--- src/rtl/rvv_backend_dispatch_inflight_tracker_if.sv ---
// Bundle of dispatch, writeback, retire and predecessor-vector signals for
// the in-flight uop tracker. The master side drives dispatch/wb/retire/flush.
interface rvv_backend_dispatch_inflight_tracker_if #(
  parameter int DEPTH    = 8,
  parameter int TAG_W    = $clog2(DEPTH),
  parameter int DISP_NUM = 2,
  parameter int WB_NUM   = 2,
  parameter int RET_NUM  = 2
);
  logic [DISP_NUM-1:0]       disp_valid;
  logic [DISP_NUM-1:0]       disp_w_en;
  logic [DISP_NUM*5-1:0]     disp_w_index;
  logic [DISP_NUM-1:0]       disp_ready;
  logic [DISP_NUM*TAG_W-1:0] disp_tag;

  logic [WB_NUM-1:0]         wb_valid;
  logic [WB_NUM*TAG_W-1:0]   wb_tag;

  logic [RET_NUM-1:0]        retire_valid;
  logic                      flush;

  logic [DEPTH-1:0]          pre_valid;
  logic [DEPTH*5-1:0]        pre_w_index;
  logic [DEPTH-1:0]          pre_w_valid;
  logic [TAG_W:0]            count;
  logic                      full;
  logic                      empty;

  modport master (
    output disp_valid, disp_w_en, disp_w_index, wb_valid, wb_tag,
           retire_valid, flush,
    input  disp_ready, disp_tag, pre_valid, pre_w_index, pre_w_valid,
           count, full, empty
  );

  modport slave (
    input  disp_valid, disp_w_en, disp_w_index, wb_valid, wb_tag,
           retire_valid, flush,
    output disp_ready, disp_tag, pre_valid, pre_w_index, pre_w_valid,
           count, full, empty
  );
endinterface

--- src/rtl/rvv_backend_dispatch_inflight_tracker.sv ---
// In-order circular tracker of dispatched-but-unretired uops; exposes every
// slot as the predecessor vector consumed by the dispatch RAW checker.
module rvv_backend_dispatch_inflight_tracker #(
  parameter int DEPTH    = 8,
  parameter int TAG_W    = $clog2(DEPTH),
  parameter int DISP_NUM = 2,
  parameter int WB_NUM   = 2,
  parameter int RET_NUM  = 2
) (
  input logic clk,
  input logic rst_n,
  rvv_backend_dispatch_inflight_tracker_if.slave bus
);

  typedef logic [TAG_W-1:0] tag_t;
  typedef logic [TAG_W:0]   cnt_t;

  logic [DEPTH-1:0] occupied;
  logic [DEPTH-1:0] w_en;
  logic [DEPTH-1:0] w_valid;
  logic [4:0]       w_index [DEPTH];
  tag_t             head;
  tag_t             tail;
  cnt_t             count;

  cnt_t                free_slots;
  logic [DISP_NUM-1:0] ready;
  logic [DISP_NUM-1:0] accept;
  logic [RET_NUM-1:0]  retire;
  logic                ret_err;
  cnt_t                n_acc;
  cnt_t                n_ret;
  tag_t                disp_slot [DISP_NUM];
  tag_t                ret_slot  [RET_NUM];
  tag_t                wb_slot   [WB_NUM];

  // Readiness depends only on registered count, so retire cannot feed dispatch
  // combinationally; the accept chain enforces in-order lane acceptance.
  always_comb begin
    logic chain;
    free_slots = cnt_t'(DEPTH) - count;
    n_acc      = '0;
    chain      = 1'b1;
    for (int i = 0; i < DISP_NUM; i++) begin
      disp_slot[i] = tail + tag_t'(i);
      ready[i]     = free_slots > cnt_t'(i);
      chain        = chain & bus.disp_valid[i] & ready[i];
      accept[i]    = chain;
      n_acc        = n_acc + cnt_t'(chain);
    end
  end

  always_comb begin
    logic rchain;
    n_ret   = '0;
    rchain  = 1'b1;
    ret_err = 1'b0;
    for (int k = 0; k < RET_NUM; k++) begin
      ret_slot[k] = head + tag_t'(k);
      if (rchain && bus.retire_valid[k] && !occupied[ret_slot[k]]) begin
        ret_err = 1'b1;
      end
      rchain    = rchain & bus.retire_valid[k] & occupied[ret_slot[k]];
      retire[k] = rchain;
      n_ret     = n_ret + cnt_t'(rchain);
    end
  end

  always_comb begin
    for (int j = 0; j < WB_NUM; j++) begin
      wb_slot[j] = bus.wb_tag[j*TAG_W +: TAG_W];
    end
  end

  // Update order matters: allocate, then writeback, then retire so that a
  // retire of the same slot wins over a same-cycle writeback.
  always_ff @(posedge clk or negedge rst_n) begin
    if (!rst_n) begin
      occupied <= '0;
      w_en     <= '0;
      w_valid  <= '0;
      head     <= '0;
      tail     <= '0;
      count    <= '0;
      for (int e = 0; e < DEPTH; e++) begin
        w_index[e] <= '0;
      end
    end else if (bus.flush) begin
      occupied <= '0;
      w_en     <= '0;
      w_valid  <= '0;
      head     <= '0;
      tail     <= '0;
      count    <= '0;
      for (int e = 0; e < DEPTH; e++) begin
        w_index[e] <= '0;
      end
    end else begin
      for (int i = 0; i < DISP_NUM; i++) begin
        if (accept[i]) begin
          occupied[disp_slot[i]] <= 1'b1;
          w_en[disp_slot[i]]     <= bus.disp_w_en[i];
          w_index[disp_slot[i]]  <= bus.disp_w_index[i*5 +: 5];
          w_valid[disp_slot[i]]  <= 1'b0;
        end
      end
      for (int j = 0; j < WB_NUM; j++) begin
        if (bus.wb_valid[j] && occupied[wb_slot[j]]) begin
          w_valid[wb_slot[j]] <= 1'b1;
        end
      end
      for (int k = 0; k < RET_NUM; k++) begin
        if (retire[k]) begin
          occupied[ret_slot[k]] <= 1'b0;
          w_en[ret_slot[k]]     <= 1'b0;
          w_valid[ret_slot[k]]  <= 1'b0;
        end
      end
      head  <= head + tag_t'(n_ret);
      tail  <= tail + tag_t'(n_acc);
      count <= count + n_acc - n_ret;
    end
  end

  assign bus.disp_ready  = ready;
  assign bus.pre_valid   = occupied & w_en;
  assign bus.pre_w_valid = occupied & w_valid;
  assign bus.count       = count;
  assign bus.full        = (count == cnt_t'(DEPTH));
  assign bus.empty       = (count == '0);

  always_comb begin
    bus.disp_tag    = '0;
    bus.pre_w_index = '0;
    for (int i = 0; i < DISP_NUM; i++) begin
      bus.disp_tag[i*TAG_W +: TAG_W] = disp_slot[i];
    end
    for (int e = 0; e < DEPTH; e++) begin
      bus.pre_w_index[e*5 +: 5] = w_index[e];
    end
  end

`ifndef SYNTHESIS
  always @(posedge clk) begin
    if (rst_n) begin
      assert (tag_t'(tail - head) == count[TAG_W-1:0] && count <= cnt_t'(DEPTH));
      assert (!((|accept) && count == cnt_t'(DEPTH)));
      assert (bus.flush || !ret_err);
      assert (!$isunknown({bus.pre_valid, bus.pre_w_index, bus.pre_w_valid,
                           bus.count, bus.full, bus.empty, bus.disp_ready,
                           bus.disp_tag}));
    end
  end
`endif

endmodule

--- src/flat_wrapper.sv ---
// flat-port wrapper written by rule: the top's interface ports become plain ports
module rvv_backend_dispatch_inflight_tracker_flat 
#(
  parameter int DEPTH    = 8,
  parameter int TAG_W    = $clog2(DEPTH),
  parameter int DISP_NUM = 2,
  parameter int WB_NUM   = 2,
  parameter int RET_NUM  = 2
)
  (clk, rst_n, bus_disp_valid, bus_disp_w_en, bus_disp_w_index, bus_wb_valid, bus_wb_tag, bus_retire_valid, bus_flush, bus_disp_ready, bus_disp_tag, bus_pre_valid, bus_pre_w_index, bus_pre_w_valid, bus_count, bus_full, bus_empty);
  rvv_backend_dispatch_inflight_tracker_if #(.DEPTH(DEPTH), .TAG_W(TAG_W), .DISP_NUM(DISP_NUM), .WB_NUM(WB_NUM), .RET_NUM(RET_NUM)) bus_i ();
  input logic clk;
  input logic rst_n;
  input wire logic [$bits(bus_i.disp_valid)-1:0] bus_disp_valid;
  input wire logic [$bits(bus_i.disp_w_en)-1:0] bus_disp_w_en;
  input wire logic [$bits(bus_i.disp_w_index)-1:0] bus_disp_w_index;
  input wire logic [$bits(bus_i.wb_valid)-1:0] bus_wb_valid;
  input wire logic [$bits(bus_i.wb_tag)-1:0] bus_wb_tag;
  input wire logic [$bits(bus_i.retire_valid)-1:0] bus_retire_valid;
  input wire logic [$bits(bus_i.flush)-1:0] bus_flush;
  output wire logic [$bits(bus_i.disp_ready)-1:0] bus_disp_ready;
  output wire logic [$bits(bus_i.disp_tag)-1:0] bus_disp_tag;
  output wire logic [$bits(bus_i.pre_valid)-1:0] bus_pre_valid;
  output wire logic [$bits(bus_i.pre_w_index)-1:0] bus_pre_w_index;
  output wire logic [$bits(bus_i.pre_w_valid)-1:0] bus_pre_w_valid;
  output wire logic [$bits(bus_i.count)-1:0] bus_count;
  output wire logic [$bits(bus_i.full)-1:0] bus_full;
  output wire logic [$bits(bus_i.empty)-1:0] bus_empty;
  assign bus_i.disp_valid = bus_disp_valid;
  assign bus_i.disp_w_en = bus_disp_w_en;
  assign bus_i.disp_w_index = bus_disp_w_index;
  assign bus_i.wb_valid = bus_wb_valid;
  assign bus_i.wb_tag = bus_wb_tag;
  assign bus_i.retire_valid = bus_retire_valid;
  assign bus_i.flush = bus_flush;
  assign bus_disp_ready = bus_i.disp_ready;
  assign bus_disp_tag = bus_i.disp_tag;
  assign bus_pre_valid = bus_i.pre_valid;
  assign bus_pre_w_index = bus_i.pre_w_index;
  assign bus_pre_w_valid = bus_i.pre_w_valid;
  assign bus_count = bus_i.count;
  assign bus_full = bus_i.full;
  assign bus_empty = bus_i.empty;
  rvv_backend_dispatch_inflight_tracker #(.DEPTH(DEPTH), .TAG_W(TAG_W), .DISP_NUM(DISP_NUM), .WB_NUM(WB_NUM), .RET_NUM(RET_NUM)) u_core (.clk(clk), .rst_n(rst_n), .bus(bus_i));
endmodule
--- config.mk ---
export PLATFORM = sky130hd
export DESIGN_NAME = rvv_backend_dispatch_inflight_tracker_flat
export DESIGN_NICKNAME = d
export VERILOG_FILES = /design/src/rtl/rvv_backend_dispatch_inflight_tracker_if.sv /design/src/rtl/rvv_backend_dispatch_inflight_tracker.sv /design/src/flat_wrapper.sv
export SDC_FILE = /design/constraint.sdc
export NUM_CORES = 1
export LEC_CHECK = 0
export CAP_MARGIN = 0
export CORE_UTILIZATION = 43
export CTS_CLUSTER_DIAMETER = 120
export DETAILED_ROUTE_END_ITERATION = 12
export HOLD_SLACK_MARGIN = 0.02
export PLACE_DENSITY = 0.69
export SETUP_SLACK_MARGIN = 0.2
export SYNTH_ARGS = -nofsm -noshare
export SYNTH_HDL_FRONTEND = slang
export SYNTH_SLANG_ARGS = --single-unit
--- constraint.sdc ---
create_clock -name clk -period 4 [get_ports clk]
set_input_delay 0.8 -clock clk [delete_from_list [all_inputs] [get_ports clk]]
set_output_delay 0.8 -clock clk [all_outputs]
set_load 0.02 [all_outputs]
# Word-level counts from Yosys, hierarchy flattened
# Cells that the tools add are included.
# Widths: inputs -> output; s select.
totals:
  elab_cells: 142
  reg_bits: 74
  input_bits: 27
classes:
  bitwise: 26
  reduce_logical: 11
  eq_ne: 1
  muxes: 63
  order_cmp: 18
  n_addsub: 9
ops:
  columns: ["cell", "count"]
  rows:
  - ["$mux 8", 28]
  - ["$mux 40", 4]
  - ["$and 8x8->8", 10]
  - ["$bwmux 40", 2]
  - ["$not 8->8", 4]
  - ["$or 8x8->8", 4]
  - ["$demux 5 s3", 2]
  - ["$lt 3x4->1 const B", 6]
  - ["$demux 1 s3", 6]
  - ["$ge 3x1->1 const B", 6]
  - ["$bwmux 8", 2]
  - ["$bmux 1 s3", 4]
  - ["$logic_and 1x1->1", 10]
  - ["$mux 1", 10]
  - ["$mux 5", 2]
  - ["$ge 4x4->1 const B", 2]
  - ["$gt 4x1->1 const B", 2]
  - ["$lt 4x1->1 const B", 2]
  - ["$not 3->4", 2]
  - ["$add 3x1->3 const B", 2]
  - ["$add 3x3->3", 2]
  - ["$and 1x1->1", 6]
  - ["$mux 3", 2]
  - ["$add 1x1->2", 2]
  - ["6 further kinds", 6]

# Logic depth before layout (Yosys ltp)
# Gate-level depths: netlist of run 1.
depth:
  word_depth: 23
  mapped_depth: 14
  depth_no_buf: 14

# Worst setup path before layout of run 1
# Ideal clock, no wire load.
synth_timing:
  kind: "register to register"
  startpoint: "register u_core.head[1]"
  endpoint: "register u_core.count[3] (netlist: u_core.bus.count[3])"
  t_arrival_ns: 3.231
  stages_incl_launch_ff: 15
  setup_time_ns: 0.137
  setup_slack_ns: 0.633
  path_cell_list: "dfrtp_1 -> ha_1 -> xor2_4 -> mux4_2 -> nor2_1 -> a21oi_1 -> and4_1 -> ha_1 -> fa_1 -> inv_1 -> ha_1 -> a21o_1 -> a21oi_1 -> xnor2_1 -> nor2_1"
synth_between:
  elab_chain_len: 8
  elab_cells_between_ends: 11
  classes_between: "add/sub (3); mux (5); bitwise (3)"
synth_rtl:
  columns: ["item", "line", "source"]
  rows:
  - ["start: declaration", "rvv_backend_dispatch_inflight_tracker.sv:22", "tag_t head;"]
  - ["start signal: assignment", "rvv_backend_dispatch_inflight_tracker.sv:119", "head <= head + tag_t'(n_ret);"]
  - ["parallel branches: the longest is 5 deep, another holds $add 3x1->3", null, null]
  - ["$add 1x1->2 (*)", "rvv_backend_dispatch_inflight_tracker.sv:65", "n_ret = n_ret + cnt_t'(rchain);"]
  - ["$sub 4x4->4 (*)", "rvv_backend_dispatch_inflight_tracker.sv:121", "count <= count + n_acc - n_ret;"]
  - ["$mux 4 (*)", "rvv_backend_dispatch_inflight_tracker.sv:88", "end else if (bus.flush) begin"]
  - ["end signal: assignment", "rvv_backend_dispatch_inflight_tracker.sv:121", null]
  - ["end: declaration", "rvv_backend_dispatch_inflight_tracker.sv:24", "cnt_t count;"]
# Every way passes the cells marked *. The select of a mux whose other input is x is not followed.

# Final worst setup path of run 1
layout_timing:
  startpoint: "register u_core.head[0]"
  endpoint: "register u_core.count[3] (netlist: u_core.bus.count[3])"
# Same word-level chain as after synthesis.

==> key figures, run 1 <==
Floorplan
  • Core region area: 10500 um2
  • Die Y: 107 um
  • Die ar.: 11300 um2
  • Die Wd: 107 um
  • I/O pin cnt: 97
  • Starting Density: roughly 45%
  • Row count: 37

Cells and area
  • Net count reported at finish: 592
  • Util after Layout: 56.2%
  • Area taken by multi-input logic gates: between 2000 and 3000 um2
  • Cell area after layout: just under 6000 um2
  • Seq. cell area: 1850 um2
  • Share of layout cells above drive strength 1: between 10 and 15%
  • Fillers: ~950
  • Antenna cell count: 0
  • Layout Area Growth over Synthesis: 25.2%
  • Commonest non-fill, non-tap cell in the layout: clkdlybuf4s50_1
  • Commonest non-fill, non-tap cells in the layout: clkdlybuf4s50_1, dfrtp_1, nor2_1

Setup path
  • Slowest stage cell, crit path: mux4_2
  • Crit path cell chain: ha_1, xor2_4, mux4_2, nor2_1, a21oi_1, and4_1, ha_1, fa_1, inv_1, ha_1, a21o_1, a21oi_1, xnor2_1, nor2_1
  • CP Launch Type: register
  • Largest delay contributor family on the critical path: adder cells
  • CP Data Required Time: 4.20 ns
  • CP Capture Type: register
  • Worst path bufs/invs: 1
  • CP peak stage delay: 0.53 ns
  • Critical path class: reg -> reg
  • Worst-path fanout max: 8
  • Crit-path most repeated cell: ha_1
  • Critical path arrival: 3.70 ns

Run
  • Max-cap violation count: 0

Placement
  • HPWL after DPL: around 9.2 mm
  • PortBufs: 96
  • Gpl congestion: 0.892
  • Post-DP Area: 5660 um2

Routing
  • # DRC: 0
  • DRT iter0 DRCs: 205
  • Vias per std cell: about 5.6
  • TritonRoute pass-1 iters: 5
  • Routed WL: 12.8 mm
  • Vias: roughly 4000
  • WL per Instance: 18.5 um
  • Remaining antenna violation count: 0

Clock tree
  • Root Driver: clkbuf_8
  • H-tree depth: 3
  • Post-cts gate resize count: 0
  • Bufs on Longest Clock Path: 2
  • CTS Buf Count: 9
  • Worst-Skew Late Latency: 0.34 ns
  • CTS Hold Buffers Added: 0
  • CTS tree: built
  • # Post-CTS Setup Buffers: 0
  • Worst-path clk slew: roughly 0.080 ns
  • TritonCTS Sinks: 74

Hold path
  • Hold crit path type: reg -> reg

Power and ir drop
  • Max VDD drop: around 0.24 mV
  • Leakage: 2.50 nW
  • Pwr dens: 509 nW/um2
  • Total power: about 3.0 mW

STA
  • Fin crit share: 87.5%
  • Slew headroom: 39.3%
  • Worst slew pin tran: 0.911 ns
  • Endpoints failing hold: 0
  • Fmax: 286 MHz
  • Final setup violation count: 0
  • Fin crit period: 3.50 ns
  • Slew Viols, Final: 0
  • RSZ-0062 raised after global routing: false
  • Setup TNS: 0 ns
  • Worst Skew: 0.00811 ns

Synth
  • Synth Cell Area: roughly 4700 um2
  • Sequential-to-total area share from yosys stat: around two fifths
  • Seq cells post-synth: between 70 and 80
  • Cell variety after synth: between 50 and 60
  • Post-synth EDFFs: 0
  • Fraction of registers with async set/reset: 100%
  • Most used DFF post-synth: dfrtp_1
  • Gate count after technology mapping: 471
  • Post-synthesis net count: between 500 and 600
  • Synthesis warning total: 0
  • Average size of a mapped cell: 9.98 um2

Global routing
  • Largest net degree at the start of global routing: 43
  • GRT Total Usage: 23.4%
  • Initial antenna violation count: 0
  • Global-route wire length before repair: 20.4 mm
  • Number of global-route vias before repair: 3712
  • Grt ovf: 0

Outcome
  • Run status: finished clean
## registers in the layout (all words and copies together) (netlist names)
register and cells:
u_core.w_valid 8, u_core.tail 3, u_core.w_en 8, u_core.head 3
u_core.occupied 8, u_core.bus.count 4, u_core.bus.pre_w_index 40
## worst register-to-register path: stages (launching register included)
cell and delay (ns):
dfrtp_1 0.39, ha_1 0.25, xor2_4 0.28, mux4_2 0.53, nor2_1 0.09, a21oi_1 0.04
and4_1 0.19, ha_1 0.23, fa_1 0.51, inv_1 0.07, ha_1 0.29, a21o_1 0.15
a21oi_1 0.16, xnor2_1 0.13, nor2_1 0.05
## kinds of logic after synthesis
group | count (synthesis) | share of synthesized area (%)
compound gates | 102 | 16.5
xor+xnor | 6 | 1.52
fa+ha+maj | 16 | 4.90
buf+inv | 53 | 6.13
flops | 74 | 39.4
mux | 50 | 11.0
simple gates | 170 | 20.6
## synth_stat cells, types with 10 or more instances
master | number | area share, %
a211oi_1 | 28 | 4.5
a211oi_2 | 14 | 3.7
a21oi_1 | 12 | 1.3
a31oi_1 | 10 | 1.3
and2_1 | 19 | 2.5
clkbuf_1 | 13 | 1.0
dfrtp_1 | 74 | 39
ha_1 | 12 | 3.2
inv_1 | 17 | 1.4
mux2i_1 | 46 | 9.8
nand2_1 | 21 | 1.7
nor2_1 | 69 | 5.5
nor2b_1 | 10 | 1.3
o21ai_0 | 14 | 1.5
## routing by layer
layer	part of all wire [%]	track usage, %	vias up	wire, um
met4	0.96	4.70	0	122
met5	0	0	-	0
met2	48	37.6	135	6110
li1	-	-	1837	-
met1	45	32.9	1917	5690
met3	6.7	4.41	9	851
## stage by stage
stage / worst slack (ns) / cells / hold WS [ns]
6_report: 0.498 / 690 / 0.533
5_1_grt: 0.288 / 690 / 0.551
4_1_cts: 0.480 / 690 / 0.535
3_5_place_dp: 0.472 / 674 / 0.522
3_3_place_gp: 0.507 / 674 / 0.518
2_1_floorplan: 0.633 / 471 / 0.502
## power by group
part,switching (mW),total [mW],internal (mW)
Sequential,0.131,0.995,0.864
Clock,0.296,0.666,0.370
Combinational,0.743,1.33,0.589
## final timing paths
| kind | startpoint | to | slack, ns | depth (start not counted) |
|---|---|---|---|---|
| worst max-delay path | u_core.head[0] | u_core.bus.count[3] | 0.50 | 14 |
| worst min-delay path | u_core.w_valid[0] | u_core.w_valid[0] | 0.53 | 2 |
| worst max register to register | u_core.head[0] | u_core.bus.count[3] | 0.50 | 14 |
| worst min register to register | u_core.w_valid[0] | u_core.w_valid[0] | 0.53 | 2 |
| max in group asynchronous | rst_n | u_core.bus.pre_w_index[17] | 2.73 | 2 |
| min in group asynchronous | rst_n | u_core.head[1] | 0.56 | 1 |
## layout make-up
type / count / share of cell area, %
sequential: 74 / 31.5
inverter: 19 / 1.25
clock inverter: 6 / 1.53
clock buffer: 10 / 2.34
multi-input combinational: 344 / 43.5
tap: 136 / 2.89
timing repair buffer: 101 / 17.0
Power figures use the tool's default switching activity.
==> run 2: changes to the inputs <==
--- a/config.mk
+++ b/config.mk
@@ -5,7 +5,7 @@
 export SDC_FILE = /design/constraint.sdc
 export NUM_CORES = 1
 export LEC_CHECK = 0
-export CAP_MARGIN = 0
+export CAP_MARGIN = 20
 export CORE_UTILIZATION = 43
 export CTS_CLUSTER_DIAMETER = 120
 export DETAILED_ROUTE_END_ITERATION = 12
==> results of run 2 <==
No change in the layout: final DEF, timing and power equal those of run 1.
==> run 3: changes to the inputs <==
--- a/config.mk
+++ b/config.mk
@@ -10,7 +10,7 @@
 export CTS_CLUSTER_DIAMETER = 120
 export DETAILED_ROUTE_END_ITERATION = 12
 export HOLD_SLACK_MARGIN = 0.02
-export PLACE_DENSITY = 0.69
+export PLACE_DENSITY_LB_ADDON = 0.15
 export SETUP_SLACK_MARGIN = 0.2
 export SYNTH_ARGS = -nofsm -noshare
 export SYNTH_HDL_FRONTEND = slang
==> key figures, run 3 (synthesis results as in run 1) <==
Placement
  • Gpl congestion: 0.878 (-1.6%)
  • HPWL after DPL: 9.47 mm (+3.3%)
  • Post-DP Area: 5650 um2 (about the same)
  • PortBufs: 96 (unchanged)

Clock tree
  • CTS Buf Count: 9 (unchanged)
  • H-tree depth: 3 (unchanged)
  • Bufs on Longest Clock Path: 2 (unchanged)
  • Root Driver: clkbuf_8
  • Worst-Skew Late Latency: 0.35 ns (about the same)
  • # Post-CTS Setup Buffers: 0 (unchanged)
  • CTS tree: built
  • CTS Hold Buffers Added: 0 (unchanged)
  • Post-cts gate resize count: 0 (unchanged)
  • Worst-path clk slew: 0.09 ns (about the same)
  • TritonCTS Sinks: 74 (unchanged)

Routing
  • # DRC: 0 (unchanged)
  • DRT iter0 DRCs: 248 (+21%)
  • Remaining antenna violation count: 0 (unchanged)
  • TritonRoute pass-1 iters: 4 (-1)
  • Vias per std cell: 5.69 (+0.73%)
  • Routed WL: 13.2 mm (+3.7%)
  • WL per Instance: 19.2 um (+3.6%)
  • Vias: 3932 (+0.87%)

STA
  • Setup TNS: 0 ns (unchanged)
  • Final hold slack: 0.482 ns (-0.0503 ns)
  • Fin crit share: 89.7% (+2.1 points)
  • Worst Skew: 0.0112 ns (+0.00305 ns)
  • Slew headroom: 47.8% (+8.5 points)
  • Final setup violation count: 0 (unchanged)
  • Fmax: 279 MHz (-2.4%)
  • RSZ-0062 raised after global routing: false
  • Worst slew pin tran: 0.778 ns (-0.133 ns)
  • Endpoints failing hold: 0 (unchanged)
  • Fin crit period: 3.59 ns (+0.0853 ns)
  • Slew Viols, Final: 0 (unchanged)

Floorplan
  • Row count: 37 (unchanged)
  • Core region area: 10500 um2 (unchanged)
  • Die Wd: 107 um (unchanged)
  • Starting Density: 44.9% (unchanged)
  • Die ar.: 11300 um2 (unchanged)
  • Die Y: 107 um (unchanged)
  • I/O pin cnt: 97 (unchanged)

Setup path
  • CP Data Required Time: 4.23 ns (+0.03 ns)
  • Critical path arrival: 3.81 ns (+0.11 ns)
  • RR Endpoint: u_core.bus.count[3]
  • R2r setup slk: 0.41 ns (-0.09 ns)
  • Critical path class: reg -> reg
  • CP Launch Type: register
  • FF-to-FF Start: u_core.head[0]
  • CP Capture Type: register
  • Worst Reg-to-Reg Cells: 14 (unchanged)
  • Worst-path fanout max: 8 (unchanged)

Hold path
  • Hold crit path type: in -> async

Run
  • Max-cap violation count: 0 (unchanged)

Global routing
  • Initial antenna violation count: 0 (unchanged)
  • Number of global-route vias before repair: 3805 (+2.5%)
  • Global-route wire length before repair: 20.7 mm (+1.9%)
  • Largest net degree at the start of global routing: 37 (-14%)
  • GRT Total Usage: 24.0% (+0.58 points)
  • Grt ovf: 0 (unchanged)

Cells and area
  • Seq. cell area: 1850 um2 (unchanged)
  • Area taken by multi-input logic gates: 2560 um2 (unchanged)
  • Commonest non-fill, non-tap cell in the layout: clkdlybuf4s50_1
  • Fillers: 947 (+0.21%)
  • Antenna cell count: 0 (unchanged)
  • Max FFs per register: 40 (unchanged)
  • Share of layout cells above drive strength 1: 11.4% (+0.16 points)
  • Commonest non-fill, non-tap cells in the layout: clkdlybuf4s50_1, dfrtp_1, nor2_1
  • Layout Area Growth over Synthesis: 25.6%
  • Cell area after layout: 5900 um2 (+0.28%)
  • Net count reported at finish: 593 (+0.17%)
  • Util after Layout: 56.4% (+0.16 points)

Power and ir drop
  • Total power: 3.08 mW (+3.0%)
  • Max VDD drop: 0.278 mV (+14%)
  • Leakage: 2.51 nW (+0.49%)
  • Pwr dens: 522 nW/um2 (+2.7%)

Outcome
  • Run status: finished clean
run 3: changes by cell type in the layout (fill, tap and decap cells not counted):
cell,previous run,this run
clkbuf_8,10,9
clkinvlp_4,1,0
clkinv_2,1,0
inv_6,0,2
bufinv_16,2,3
buf_4,4,6
buf_12,1,0
run 3: layer usage:
layer	part of all wire, %	GRT usage, %	wire length, um
met2	46	37.4	6110
met4	2.0	7.93	270
met1	45	33.2	5990
met5	0	0	0
met3	6.6	4.97	876
run 3: worst max-delay path, cell delays in order, from the launching register on:
cell     delay (ns)
dfrtp_1        0.40
ha_1           0.26
xor2_4         0.28
mux4_2         0.53
nor2_1         0.09
a21oi_1        0.05
and4_1         0.20
ha_1           0.23
fa_1           0.51
inv_1          0.07
ha_1           0.31
a21o_1         0.17
a21oi_1        0.18
xnor2_1        0.14
nor2_1         0.05
run 3: final cells by class:
| cell class | count | area share [%] |
|---|---|---|
| tap | 136 | 2.88 |
| sequential | 74 | 31.4 |
| multi-input combinational | 344 | 43.4 |
| clock inverter | 7 | 2.12 |
| timing repair buffer | 102 | 16.9 |
| clock buffer | 9 | 2.10 |
| inverter | 19 | 1.25 |
run 3: power breakdown:
group          internal (mW)  total, mW  switching [mW]  leakage, nW
combinational          0.590       1.34           0.754         1.37
clock                  0.421      0.738           0.316        0.124
sequential             0.864       1.00           0.136         1.02
run 3: worst max-delay path by stage:
stage,from,cells past startpoint,end,slack (ns)
2_1_floorplan,u_core.head[1],14,u_core.bus.count[3],0.63
5_1_grt,u_core.head[2],13,u_core.bus.count[3],0.21
6_report,u_core.head[0],14,u_core.bus.count[3],0.41
4_1_cts,u_core.head[0],14,u_core.bus.count[3],0.41
3_3_place_gp,u_core.head[0],14,u_core.bus.count[3],0.52
3_5_place_dp,u_core.head[0],14,u_core.bus.count[3],0.42
run 3: metrics by stage:
stage	worst slack, ns	cells
after floorplan	0.633	471
final	0.413	691
after CTS	0.412	691
after global routing	0.209	691
after detailed placement	0.424	675
after global placement	0.516	675
==> RTL change 1, RTL diff (settings of run 2) <==
`WB_NUM` is set to 2 in 3 places; all go to 4.
--- a/src/rtl/rvv_backend_dispatch_inflight_tracker_if.sv
+++ b/src/rtl/rvv_backend_dispatch_inflight_tracker_if.sv
@@ -5,5 +5,5 @@
   parameter int TAG_W    = $clog2(DEPTH),
   parameter int DISP_NUM = 2,
-  parameter int WB_NUM   = 2,
+  parameter int WB_NUM   = 4,
   parameter int RET_NUM  = 2
 );
--- a/src/rtl/rvv_backend_dispatch_inflight_tracker.sv
+++ b/src/rtl/rvv_backend_dispatch_inflight_tracker.sv
@@ -5,5 +5,5 @@
   parameter int TAG_W    = $clog2(DEPTH),
   parameter int DISP_NUM = 2,
-  parameter int WB_NUM   = 2,
+  parameter int WB_NUM   = 4,
   parameter int RET_NUM  = 2
 ) (
--- a/src/flat_wrapper.sv
+++ b/src/flat_wrapper.sv
@@ -5,5 +5,5 @@
   parameter int TAG_W    = $clog2(DEPTH),
   parameter int DISP_NUM = 2,
-  parameter int WB_NUM   = 2,
+  parameter int WB_NUM   = 4,
   parameter int RET_NUM  = 2
 )
Interface: changed (resized bus_wb_tag and bus_wb_valid); port bits go from 97 to 105. The function was not compared with the original's and may differ.
==> RTL change 1 against run 2 <==
  * Via count increased by 14%
  * Sequential cell count unchanged
  * Routed wire length increased by 16%
  * Design area increased by 6.6%
  * Critical path type unchanged
  * Setup slack got worse by 0.039 ns
  * Power increased by 1.5%
  * Die area increased by 4.4%
  * Critical path depth decreased by 2
  * Synthesized area increased by 4.5%
==> RTL change 1: results (changes against run 2) <==
[status]
status = complete, no violations

[logic_synthesis]
ys_seq_area_share_pct = 37.71  ; -1.7 points
ys_top_cells_by_area = dfrtp_1, mux2i_1, a211oi_1
yosys-top-cells-count = dfrtp_1, nor2_1, mux2i_1
syn_nets = 566  ; +10%
ys_types = 53  ; -10%
yosysWarnings = 0  ; unchanged
synth.area.mux_share_pct = 16.82  ; +5.8 points
synth-compound-area-share_pct = 13.50  ; -3.0 points
async_flop_share_pct = 100.0  ; unchanged
synthCells = 515  ; +9.3%
synthXorXnorAreaFrac_pct = 1.070  ; -0.45 points
synthAdderAreaFrac_pct = 4.688  ; -0.21 points

[routing]
drtIter0Drc = 300  ; +46%
dr.pass1.iters = 5  ; unchanged
num_vias = 4436  ; +14%
wl_met1_mm = 6.376  ; +12%
wl_met3_mm = 1.138  ; +34%
wl_per_cell_microns = 20.08  ; +8.5%
met2WireLength_mm = 7.121  ; +17%
top_layer = met4

[grt]
grt.met1_usage_pct = 35.13  ; +2.2 points
grt_pass1_wl_mm = 23.59  ; +16%
met3_usage_pct = 5.380  ; +0.97 points
antenna_found_initial = 0  ; unchanged
gr-usage-met2_pct = 42.86  ; +5.2 points
track_usage_pct = 26.30  ; +2.9 points
grt_max_degree = 75  ; +74%

[clock_network]
clk_latency_ns = 0.33
clk_pin_slew_worst_paths_ns = 0.06  ; -0.02 ns
ctsHoldBuffers = 0  ; unchanged
cts_root_buf = clkbuf_16
clk_path_buf_depth = 2  ; unchanged

[min_path]
hp-start = u_core.w_valid[3]
hold_end = u_core.w_valid[3]
hp-class = reg -> reg

[cells_and_area]
largest_reg_flops = 40  ; unchanged
drive_above_1_share_pct = 8.361  ; -2.8 points
n_fill_cell = 970  ; +2.6%
final_cell_count_no_fill = 738  ; +7.0%
nNetsFinal = 644  ; +8.8%

[setup_path]
cp_top_family = adder cells
reg2reg_depth = 12  ; -2
slowest_stage = mux4_1
critPathArrivalTime_ns = 3.71  ; about the same
start_kind = flop
timing.rr.start = u_core.head[0]
r2r_slack_ns = 0.46  ; -0.04 ns
cp_max_fo = 12  ; +4
crit-reg2reg-capture = u_core.bus.count[3]
max_stage_delay_ns = 0.56  ; +0.03 ns

[sta]
worst_clock_skew_ns = 0.005589  ; -0.002517 ns
slew_headroom_pct = 23.22  ; -16 points

[place]
numPortBuffers = 104  ; +8.3%
dp.final_hpwl_mm = 10.46  ; +14%
gp_congestion = 0.9046  ; +1.4%
place.detailed.instances = 722  ; +7.1%

[power_and_ir_drop]
p_leak_nw = 2.635  ; +5.6%
ir_worst_vdd_uv = 247.1  ; +1.5%

RTL change 1: cell count changes after synthesis, sizes merged, moves of 7 or more:
cell / before / now
buf: 20 / 31
mux2i: 46 / 63
nand2: 29 / 22
nand3: 10 / 19
nor2b: 10 / 17
o21ai: 16 / 3
RTL change 1: area by class of cell:
cell class | count | area share [%]
Inverter | 16 | 0.9575
Multi-Input combinational cell | 379 | 44.50
Sequential cell | 74 | 29.52
Tap cell | 140 | 2.793
Clock inverter | 7 | 1.117
Clock buffer | 9 | 3.591
Timing Repair Buffer | 113 | 17.51
RTL change 1: worst max-delay path by stage:
stage,to,slack (ns),cells past startpoint
2_1_floorplan,u_core.bus.count[3],0.75,12
6_report,u_core.bus.count[3],0.46,12
3_5_place_dp,u_core.bus.count[3],0.43,12
5_1_grt,u_core.bus.count[3],0.23,12
3_3_place_gp,u_core.bus.count[3],0.50,11
4_1_cts,u_core.bus.count[3],0.43,12
RTL change 1: stage by stage:
stage	util (%)	setup WS [ns]	cell area (sq um)	hold slack (ns)
finish	57.11	0.4598	6272	0.5988
global route	57.11	0.2314	6272	0.6085
CTS	57.09	0.4286	6270	0.5968
detailed placement	54.40	0.4269	5974	0.5877
global placement	54.40	0.5046	5974	0.5741
floorplan	-	0.7475	4911	0.5044
RTL change 1: report_power, final:
part,internal (mW),leakage [nW],switching (mW)
Combinational,0.553,1.47,0.685
Sequential,0.865,1.02,0.130
Clock,0.482,0.145,0.324
RTL change 1: repair_timing:
action | 4_1_cts | 5_1_grt
endpoints found under the setup margin | 0 | 1
hold endpoints to repair | 0 | 0
buffers inserted | 0 | 0
gates resized for setup | 0 | 1
==> RTL change 2, RTL diff (settings of run 2) <==
Made on the original files. One comparison of `count` changes from == to >=.
--- a/src/rtl/rvv_backend_dispatch_inflight_tracker.sv
+++ b/src/rtl/rvv_backend_dispatch_inflight_tracker.sv
@@ -127,5 +127,5 @@
   assign bus.pre_w_valid = occupied & w_valid;
   assign bus.count       = count;
-  assign bus.full        = (count == cnt_t'(DEPTH));
+  assign bus.full        = (count >= cnt_t'(DEPTH));
   assign bus.empty       = (count == '0);
 
Behaviour: no difference found for any inputs over 4 cycles, from zero or initial values and one cycle with rst_n low; that may be too few to reach the edited logic, so the function may still have changed.
==> RTL change 2 against run 2 <==
  * Design area grew 1.7%
  * Utilization is 0.82 points lower
  * Synthesized area increased by 1.3%
  * Routed wire length is 12% higher
  * Setup slack improved by 0.11 ns
  * Combinational power hardly changed
  * Highest routed layer unchanged
  * Power decreased by 2.1%
  * Synthesized cell count grew 3.6%
  * Worst hold slack lost 0.27 ns
  * Sequential cell count is the same
  * Largest cell class unchanged
  * Critical path type unchanged
  * First-iteration DRC count is 20% higher
==> RTL change 2: results (changes against run 2) <==
[power_and_ir_drop]
p_leak_nw = 2.358  ; -5.5%
ir_worst_vdd_uv = 258.5  ; +6.1%

[clock_network]
cts_root_buf = clkbuf_8
postCtsSetupRepairBufs = 0  ; unchanged
cts_buffers = 9  ; unchanged
ctsHtreeMaxLevel = 3  ; unchanged
clk_path_buf_depth = 2  ; unchanged

[setup_path]
reg2reg_depth = 13  ; -1
slowest_stage = o32a_1
r2r_slack_ns = 0.61  ; +0.11 ns
critPathArrivalTime_ns = 3.60  ; -0.10 ns
cp_max_fo = 19  ; +11
max_stage_delay_ns = 0.49  ; -0.04 ns
cp_top_family = compound AO/OA/AOI/OAI gates
crit-reg2reg-capture = u_core.bus.count[3]

[place]
place_area_sq_um = 5761  ; +1.9%
gp_congestion = 0.8754  ; -1.8%
dp.final_hpwl_mm = 10.03  ; +9.3%
post-place-ws_ns = 0.2736  ; -0.1985 ns
place.detailed.instances = 689  ; +2.2%

[cells_and_area]
nNetsFinal = 604  ; +2.0%
drive_above_1_share_pct = 7.951  ; -3.2 points
largest_reg_flops = 40  ; unchanged

[grt]
track_usage_pct = 26.09  ; +2.7 points
grt_max_degree = 63  ; +47%
grt_pass1_wl_mm = 23.01  ; +13%

[routing]
wl_per_cell_microns = 20.29  ; +9.7%
drtIter0Drc = 246  ; +20%
num_vias = 4311  ; +11%
viasPerCell = 6.106  ; +8.1%

[logic_synthesis]
ys_seq_elements = 74  ; unchanged
postSynthAreaPerCell_sq_um = 9.751  ; -2.2%
ys_types = 58  ; -1.7%
syn_nets = 531  ; +3.3%
synth-compound-area-share_pct = 18.77  ; +2.3 points
synthXorXnorAreaFrac_pct = 1.446  ; -0.072 points
ys_top_cells_by_area = dfrtp_1, mux2i_1, a211oi_1
synth.area.mux_share_pct = 11.04  ; +0.045 points
synth_area_leader_cell = dfrtp_1
ys_seq_area_share_pct = 38.92  ; -0.50 points
yosys-top-cells-count = dfrtp_1, a211oi_1, mux2i_1
synthAdderAreaFrac_pct = 4.838  ; -0.062 points

[status]
status = complete, no violations

[sta]
worst_clock_skew_ns = 0.01666  ; +0.008555 ns
fin_hold_ws_ns = 0.2620  ; -0.2705 ns
tightest_slew_ns = 1.029  ; +0.1180 ns

[min_path]
hp-class = in -> async

## RTL change 2: cell type report
cell class              instances  area, sq um
inverters                      20        75.07
repair buffers                105         1031
clock inverters                 7        76.32
fillers                       963         4812
flip-flops and latches         74         1852
well taps                     140        175.2
clock buffers                   9        123.9
multi-input cells             351         2648
## RTL change 2: cells by family after synthesis
| logic type | count (synthesis) |
|---|---|
| compound gates | 119 |
| xor+xnor | 7 |
| fa+ha+maj | 16 |
| buf+inv | 63 |
| flops | 74 |
| mux | 50 |
| simple gates | 159 |
## RTL change 2: per-layer routing
| layer | part of all wire [%] | up-vias | GRT usage, % |
|---|---|---|---|
| met4 | 2.3 | 0 | 11.25 |
| met3 | 6.8 | 30 | 4.316 |
| met2 | 49 | 198 | 41.06 |
| li1 | - | 1976 | - |
| met5 | 0 | - | 0 |
| met1 | 42 | 2107 | 35.44 |
## RTL change 2: how the worst max path moves through the flow
stage / to / slack, ns / depth (start not counted)
2_1_floorplan: u_core.bus.count[3] / 0.76 / 13
3_3_place_gp: u_core.bus.count[3] / 0.31 / 13
3_5_place_dp: u_core.bus.count[3] / 0.27 / 13
4_1_cts: u_core.bus.count[3] / 0.60 / 13
5_1_grt: u_core.bus.count[3] / 0.39 / 13
6_report: u_core.bus.count[3] / 0.61 / 13
## RTL change 2: where the power goes
| part | switching, mW | leakage (nW) | internal (mW) |
|---|---|---|---|
| clock | 0.306 | 0.0962 | 0.293 |
| combinational | 0.777 | 1.24 | 0.553 |
| sequential | 0.142 | 1.02 | 0.861 |
| total | 1.22 | 2.36 | 1.71 |
